## config.mk

```make
export PLATFORM = sky130hd
export DESIGN_NAME = logo_scroller
export DESIGN_NICKNAME = d
export VERILOG_FILES = /design/src/rtl/logo_pkg.sv /design/src/rtl/logo_glyph_hit.sv /design/src/rtl/logo_scroller.sv
export SDC_FILE = /design/constraint.sdc
export NUM_CORES = 1
export LEC_CHECK = 0
export CAP_MARGIN = 5
export CELL_PAD_IN_SITES_DETAIL_PLACEMENT = 0
export CELL_PAD_IN_SITES_GLOBAL_PLACEMENT = 1
export CORE_AREA = 2 2 241 243
export CTS_CLUSTER_DIAMETER = 40
export DETAILED_ROUTE_END_ITERATION = 6
export DIE_AREA = 0 0 243 245
export PLACE_DENSITY = 0.61
export SETUP_SLACK_MARGIN = 0.4
export SKIP_CTS_REPAIR_TIMING = 1
export SLEW_MARGIN = 20
export SYNTH_ARGS = -nofsm -noshare
export SYNTH_HDL_FRONTEND = slang
export SYNTH_SLANG_ARGS = --single-unit
```

## constraint.sdc

```tcl
create_clock -name clk -period 8.9 [get_ports clk]
set_input_delay 0.89 -clock clk [delete_from_list [all_inputs] [get_ports clk]]
set_output_delay 0.89 -clock clk [all_outputs]
set_load 0.005 [all_outputs]
```

## src/rtl/logo_pkg.sv

```systemverilog
// Shared constants and the glyph rectangle ROM for the scrolling logo painter.
package logo_pkg;

  localparam logic [2:0] GLYPH_BLANK = 3'd0;
  localparam logic [2:0] GLYPH_H     = 3'd1;
  localparam logic [2:0] GLYPH_I     = 3'd2;
  localparam logic [2:0] GLYPH_T     = 3'd3;
  localparam logic [2:0] GLYPH_L     = 3'd4;

  typedef enum logic [1:0] {
    MODE_STATIC = 2'b00,
    MODE_WRAP   = 2'b01,
    MODE_BOUNCE = 2'b10,
    MODE_HOME   = 2'b11
  } mode_t;

  localparam int CELL_W = 40;
  localparam int CELL_H = 40;
  localparam int RECTS  = 3;

  typedef struct packed {
    logic       valid;
    logic [5:0] dx;
    logic [5:0] dy;
    logic [5:0] w;
    logic [5:0] h;
  } rect_t;

  // Cell-relative rectangle idx of a glyph; unused slots come back with valid=0.
  function automatic rect_t glyph_rect(input logic [2:0] code, input logic [1:0] idx);
    rect_t r;
    r = '0;
    case (code)
      GLYPH_H: begin
        case (idx)
          2'd0:    r = '{1'b1, 6'd10, 6'd0,  6'd5,  6'd40};
          2'd1:    r = '{1'b1, 6'd30, 6'd0,  6'd5,  6'd40};
          2'd2:    r = '{1'b1, 6'd10, 6'd20, 6'd20, 6'd5};
          default: r = '0;
        endcase
      end
      GLYPH_I: begin
        if (idx == 2'd0) r = '{1'b1, 6'd20, 6'd0, 6'd5, 6'd40};
      end
      GLYPH_T: begin
        case (idx)
          2'd0:    r = '{1'b1, 6'd10, 6'd0, 6'd25, 6'd5};
          2'd1:    r = '{1'b1, 6'd20, 6'd0, 6'd5,  6'd40};
          default: r = '0;
        endcase
      end
      GLYPH_L: begin
        case (idx)
          2'd0:    r = '{1'b1, 6'd10, 6'd0,  6'd5,  6'd40};
          2'd1:    r = '{1'b1, 6'd10, 6'd35, 6'd20, 6'd5};
          default: r = '0;
        endcase
      end
      default: r = '0;
    endcase
    return r;
  endfunction

endpackage

```

## src/rtl/logo_glyph_hit.sv

```systemverilog
// Combinational hit test of one pixel against the rectangles of one letter cell.
module logo_glyph_hit
  import logo_pkg::*;
#(
  parameter int XW = 11
) (
  input  logic [XW+1:0] origin_x,
  input  logic [XW+1:0] origin_y,
  input  logic [XW-1:0] x,
  input  logic [XW-1:0] y,
  input  logic [2:0]    code,
  output logic          hit
);

  localparam int AW = XW + 2;

  logic [RECTS-1:0] rect_hit;
  logic [AW-1:0]    px;
  logic [AW-1:0]    py;

  assign px = AW'(x);
  assign py = AW'(y);

  for (genvar gi = 0; gi < RECTS; gi++) begin : g_rect
    rect_t         r;
    logic [AW-1:0] x0;
    logic [AW-1:0] y0;
    logic [AW-1:0] x1;
    logic [AW-1:0] y1;

    assign r  = glyph_rect(code, 2'(gi));
    // Two spare bits keep right/bottom edges past the screen from wrapping.
    assign x0 = origin_x + AW'(r.dx);
    assign y0 = origin_y + AW'(r.dy);
    assign x1 = x0 + AW'(r.w);
    assign y1 = y0 + AW'(r.h);
    assign rect_hit[gi] = r.valid && (px >= x0) && (px < x1) && (py >= y0) && (py < y1);
  end

  assign hit = |rect_hit;

endmodule

```

## src/rtl/logo_scroller.sv

```systemverilog
// Row of letter cells painted at a per-frame animated horizontal offset,
// two-stage pixel pipeline producing a registered hit flag.
module logo_scroller
  import logo_pkg::*;
#(
  parameter int XW       = 11,
  parameter int GLYPHS   = 4,
  parameter int BASE_X   = 500,
  parameter int BASE_Y   = 550,
  parameter int PITCH    = 40,
  parameter int STEP     = 1,
  parameter int SPAN_MAX = 200
) (
  input  logic                  clk,
  input  logic                  rst,
  input  logic                  enable,
  input  logic                  frame_tick,
  input  logic [1:0]            mode,
  input  logic [XW-1:0]         x,
  input  logic [XW-1:0]         y,
  input  logic [3*GLYPHS-1:0]   glyph_codes,
  output logic                  hit,
  output logic [XW-1:0]         delt,
  output logic                  dir
);

  localparam int AW = XW + 2;
  localparam logic [AW-1:0] STEP_A = AW'(STEP);
  localparam logic [AW-1:0] SPAN_A = AW'(SPAN_MAX);
  localparam logic [XW-1:0] STEP_D = XW'(STEP);
  localparam logic [XW-1:0] SPAN_D = XW'(SPAN_MAX);
  localparam logic [AW-1:0] ORG_Y  = AW'(BASE_Y);

  logic [AW-1:0] delt_ext;
  logic [AW-1:0] delt_up;

  assign delt_ext = AW'(delt);
  assign delt_up  = delt_ext + STEP_A;

  // Offset state machine: mode is only looked at on an enabled frame tick.
  always_ff @(posedge clk) begin
    if (!rst) begin
      delt <= '0;
      dir  <= 1'b0;
    end else if (frame_tick && enable) begin
      case (mode_t'(mode))
        MODE_STATIC: begin
          delt <= delt;
          dir  <= dir;
        end
        MODE_WRAP: begin
          dir <= 1'b0;
          if (delt_up > SPAN_A) delt <= '0;
          else                  delt <= delt_up[XW-1:0];
        end
        MODE_BOUNCE: begin
          if (!dir) begin
            if (delt_up >= SPAN_A) begin
              delt <= SPAN_D;
              dir  <= 1'b1;
            end else begin
              delt <= delt_up[XW-1:0];
            end
          end else begin
            if (delt_ext <= STEP_A) begin
              delt <= '0;
              dir  <= 1'b0;
            end else begin
              delt <= delt - STEP_D;
            end
          end
        end
        MODE_HOME: begin
          delt <= '0;
          dir  <= 1'b0;
        end
        default: begin
          delt <= delt;
          dir  <= dir;
        end
      endcase
    end
  end

  // Stage 1: pixel, enable, codes and the cell origins for the current offset.
  logic [XW-1:0]       x_reg;
  logic [XW-1:0]       y_reg;
  logic                en_reg;
  logic [3*GLYPHS-1:0] codes_reg;
  logic [AW-1:0]       origin_reg [GLYPHS];
  logic [GLYPHS-1:0]   cell_hit;

  always_ff @(posedge clk) begin
    if (!rst) begin
      x_reg     <= '0;
      y_reg     <= '0;
      en_reg    <= 1'b0;
      codes_reg <= '0;
    end else begin
      x_reg     <= x;
      y_reg     <= y;
      en_reg    <= enable;
      codes_reg <= glyph_codes;
    end
  end

  for (genvar gi = 0; gi < GLYPHS; gi++) begin : g_cell
    always_ff @(posedge clk) begin
      if (!rst) origin_reg[gi] <= '0;
      else      origin_reg[gi] <= AW'(BASE_X) + delt_ext + AW'(gi * PITCH);
    end

    logo_glyph_hit #(
      .XW(XW)
    ) u_glyph (
      .origin_x (origin_reg[gi]),
      .origin_y (ORG_Y),
      .x        (x_reg),
      .y        (y_reg),
      .code     (codes_reg[3*gi +: 3]),
      .hit      (cell_hit[gi])
    );
  end

  // Stage 2: registered OR of every cell, gated by the delayed enable.
  always_ff @(posedge clk) begin
    if (!rst) hit <= 1'b0;
    else      hit <= en_reg && (|cell_hit);
  end

endmodule

```

==> metrics.md <==
| Metric | Value |
|---|---|
| Hold depth | 2 |
| Ys Warns | 0 |
| PD cells | between 100 and 150 nW/um2 |
| CP Depth | 23 |
| Crit path time final | around 6000 ps |
| Status | complete, no violations |
| Pleak | ~0.0081 uW |
| Clock skew | ~20 ps |
| CTS max path bufs | 2 |
| Root buf cell | clkbuf_16 |
| Max-Cap Viols | 0 |
| Setup tns final | 0 ps |
| Clk slew on worst S/H paths | 90 ps |
| CP startpoint kind | register |
| Ports | 53 |
| Worst Max-Slew Pin Slew | 1050 ps |
| Synth top area share | approximately 30% |
| Final net count | between 2k and 3k |
| Hold path start | delt[8]$_SDFFE_PN0P_ |
| Vert. Die Dim | between 200 and 250 um |
| DRC Markers | 0 |
| FF-to-FF End | hit$_SDFF_PN0_ |
| Synth top cells by count | ha_1 (405), xnor2_1 (156), nand2_1 (153) |
| Relative slew margins | between 20 and 30% |
| Top FF cell, synth | dfxtp_1 |
| EDFF count, synth | 0 |
| Top cell type by total area after synthesis | ha_1 |
| Port bufs | 52 |
| RSZ-0062 raised after global routing | no |
| Initial antenna violation count | 0 |
| First-pass GRT wire length | 88500 um |
| WHS Endpoint | delt[8]$_SDFFE_PN0P_ |
| Num CTS Buffers | 9 |
| Peak supply drop | around 0.12 mV |
| Synth top area cells | ha_1 (30%), dfxtp_1 (10%), xnor2_1 (8.1%) |
| Setup crit end kind | register |
| Core box area | 57000 um2 |
| Ys async rst share | 0% |
| Period utilisation layout | 66.9% |
| CTS tree | done |
| Mean Syn Cell Area | between 7 and 8 um2 |
| Layout area overhead | 9.93% |
| Final Hold Viols | 0 |
| Gr usage total | a little under a fifth |
| Die W | ~240 um |
| Vias per std cell | 5.28 |
| CP Max Fanout | 10 |
| Post-Route WL | between 50000 and 60000 um |
| Initial core utilization | about 30% |
| Worst setup path category | register to register |
| Die area | about 60000 um2 |
| Dpl hpwl | around 43000 um |
| Routed wire per std cell | between 15 and 20 um |
| Slowest CP cell | dfxtp_1 |
| Arr. time, crit path | around 6300 ps |
| R2r setup slk | roughly 3000 ps |
| Largest net degree at the start of global routing | 84 |
| Vias in the first global route | ~15k |
| Final Setup Violations | 0 |
| FMAX | roughly 170 MHz |
| Slew Viols, Final | 0 |
| Layout cell share with drive strength beyond 1 | 3.41% |
| Filler-free cell count of the finished design | 2934 |
| DR vias | roughly 15k |
| Post-route ant nets | 0 |
| Drt first pass iters | 5 |
| CP peak stage delay | 540 ps |
| Synthesized flop and latch total | between 80 and 90 |
| Row count | approximately 90 |
| CP top delay family | compound AO/OA/AOI/OAI gates |
| WP data required | 9200 ps |
| Remaining Overflow, GRT | 0 |
| Htree depth | 3 |
| Placed Cells | 2918 |
| Post-synthesis sequential area ratio | 10.4% |
| DRT iter0 DRCs | approximately 800 |
| Clk Latency, worst-skew pair | about 370 ps |
| Reg2Reg Depth | 23 |
| Diodes inserted | 0 |
| # clock sinks | around 90 |
| Crit path cell chain | nor2_1 > nand2_1 > nand2_1 > ha_1 > o21a_1 > or4_1 > o2111ai_1 > inv_1 > ha_1 > nand2_1 > nor2_1 > o31ai_1 > nor2_1 > xor2_1 > ha_1 > and3_1 > a2111o_1 > a31oi_1 > o21bai_1 > a221oi_1 > a31oi_1 > a31o_1 > a31oi_1 |
| Synth cell types | 80 |
| Hold Crit Class | register to register |
| Gpl congestion | 0.871 |
| Worst path bufs/invs | 1 |
| Post-Synthesis Cell Area | around 17000 um2 |
| Max FFs per register | 40 |
| Most common cell in the synthesized netlist | ha_1 |
| R2r startpoint | codes_reg[7]$_SDFF_PN0_ |
| Synth Instances | 2148 |
-- layout by cell type, fill, tap and decap left out, types with 67 or more instances in the layout --
master / n
a21oi_1: 135
and2_1: 67
dfxtp_1: 86
ha_1: 405
inv_1: 139
nand2_1: 153
nor2_1: 128
o21ai_0: 108
xnor2_1: 156
xor2_1: 93
-- power by group --
group          internal, uW  total, uW  switching, uW
Sequential              419        498           79.4
Clock                   224        418            194
Combinational           415        948            532
Total                  1060       1860            806
-- metal layers --
layer  vias up  track usage [%]  wire [um]  part of all wire (%)
li1       7822                -          -                     -
met1      7366             25.9      27900                    49
met2       250             32.5      26500                    47
met3        39             1.79       1600                   2.8
met4         0             3.48        872                   1.5
met5         -                0          0                     0
-- final cells by class --
type                            instances  area [um2]
Clock buffer                            9         225
Multi-Input combinational cell       1850       14300
Sequential cell                        88        1760
Fill cell                            6172       38500
Tap cell                              765         957
Inverter                              142         533
Timing Repair Buffer                   73         673
Clock inverter                          7        87.6
-- tightest hold or removal path, cell delays in order (launching register included) --
cell      delay [ps]
dfxtp_1          390
o21ai_0          110
a21boi_0          70
-- metrics by stage --
stage / worst slack (ps) / instance area (um2) / hold slack (ps) / power [uW] / utilization, %
4_1_cts: 2990 / 18500 / 619 / 1880 / 32.5
2_1_floorplan: 4090 / 16900 / 398 / 1180 / -
5_1_grt: 2570 / 18500 / 643 / 2030 / 32.5
3_3_place_gp: 3190 / 18200 / 590 / 1430 / 31.9
6_report: 2950 / 18500 / 621 / 1860 / 32.5
3_5_place_dp: 3010 / 18200 / 605 / 1450 / 31.9
-- worst max-delay path by stage --
stage / start / to / slack (ps)
finish: codes_reg[7]$_SDFF_PN0_ / hit$_SDFF_PN0_ / 2950
global route: codes_reg[7]$_SDFF_PN0_ / hit$_SDFF_PN0_ / 2570
CTS: codes_reg[7]$_SDFF_PN0_ / hit$_SDFF_PN0_ / 2990
detailed placement: codes_reg[7]$_SDFF_PN0_ / hit$_SDFF_PN0_ / 3010
global placement: codes_reg[7]$_SDFF_PN0_ / hit$_SDFF_PN0_ / 3190
floorplan: codes_reg[6]$_SDFF_PN0_ / hit$_SDFF_PN0_ / 4090
-- kinds of logic (layout without fill, tap and decap cells) --
logic type / after synthesis / after routing / share of synthesized area [%]
mux: 3 / 3 / 0.186
compound gates: 508 / 508 / 19.5
other cells: 1 / 3 / 0.0222
simple gates: 664 / 664 / 20.7
xor+xnor: 249 / 249 / 12.9
flops: 88 / 88 / 10.4
buf+inv: 212 / 231 / 4.82
fa+ha+maj: 423 / 423 / 31.4
No activity file was read; power rests on OpenSTA's default activity.
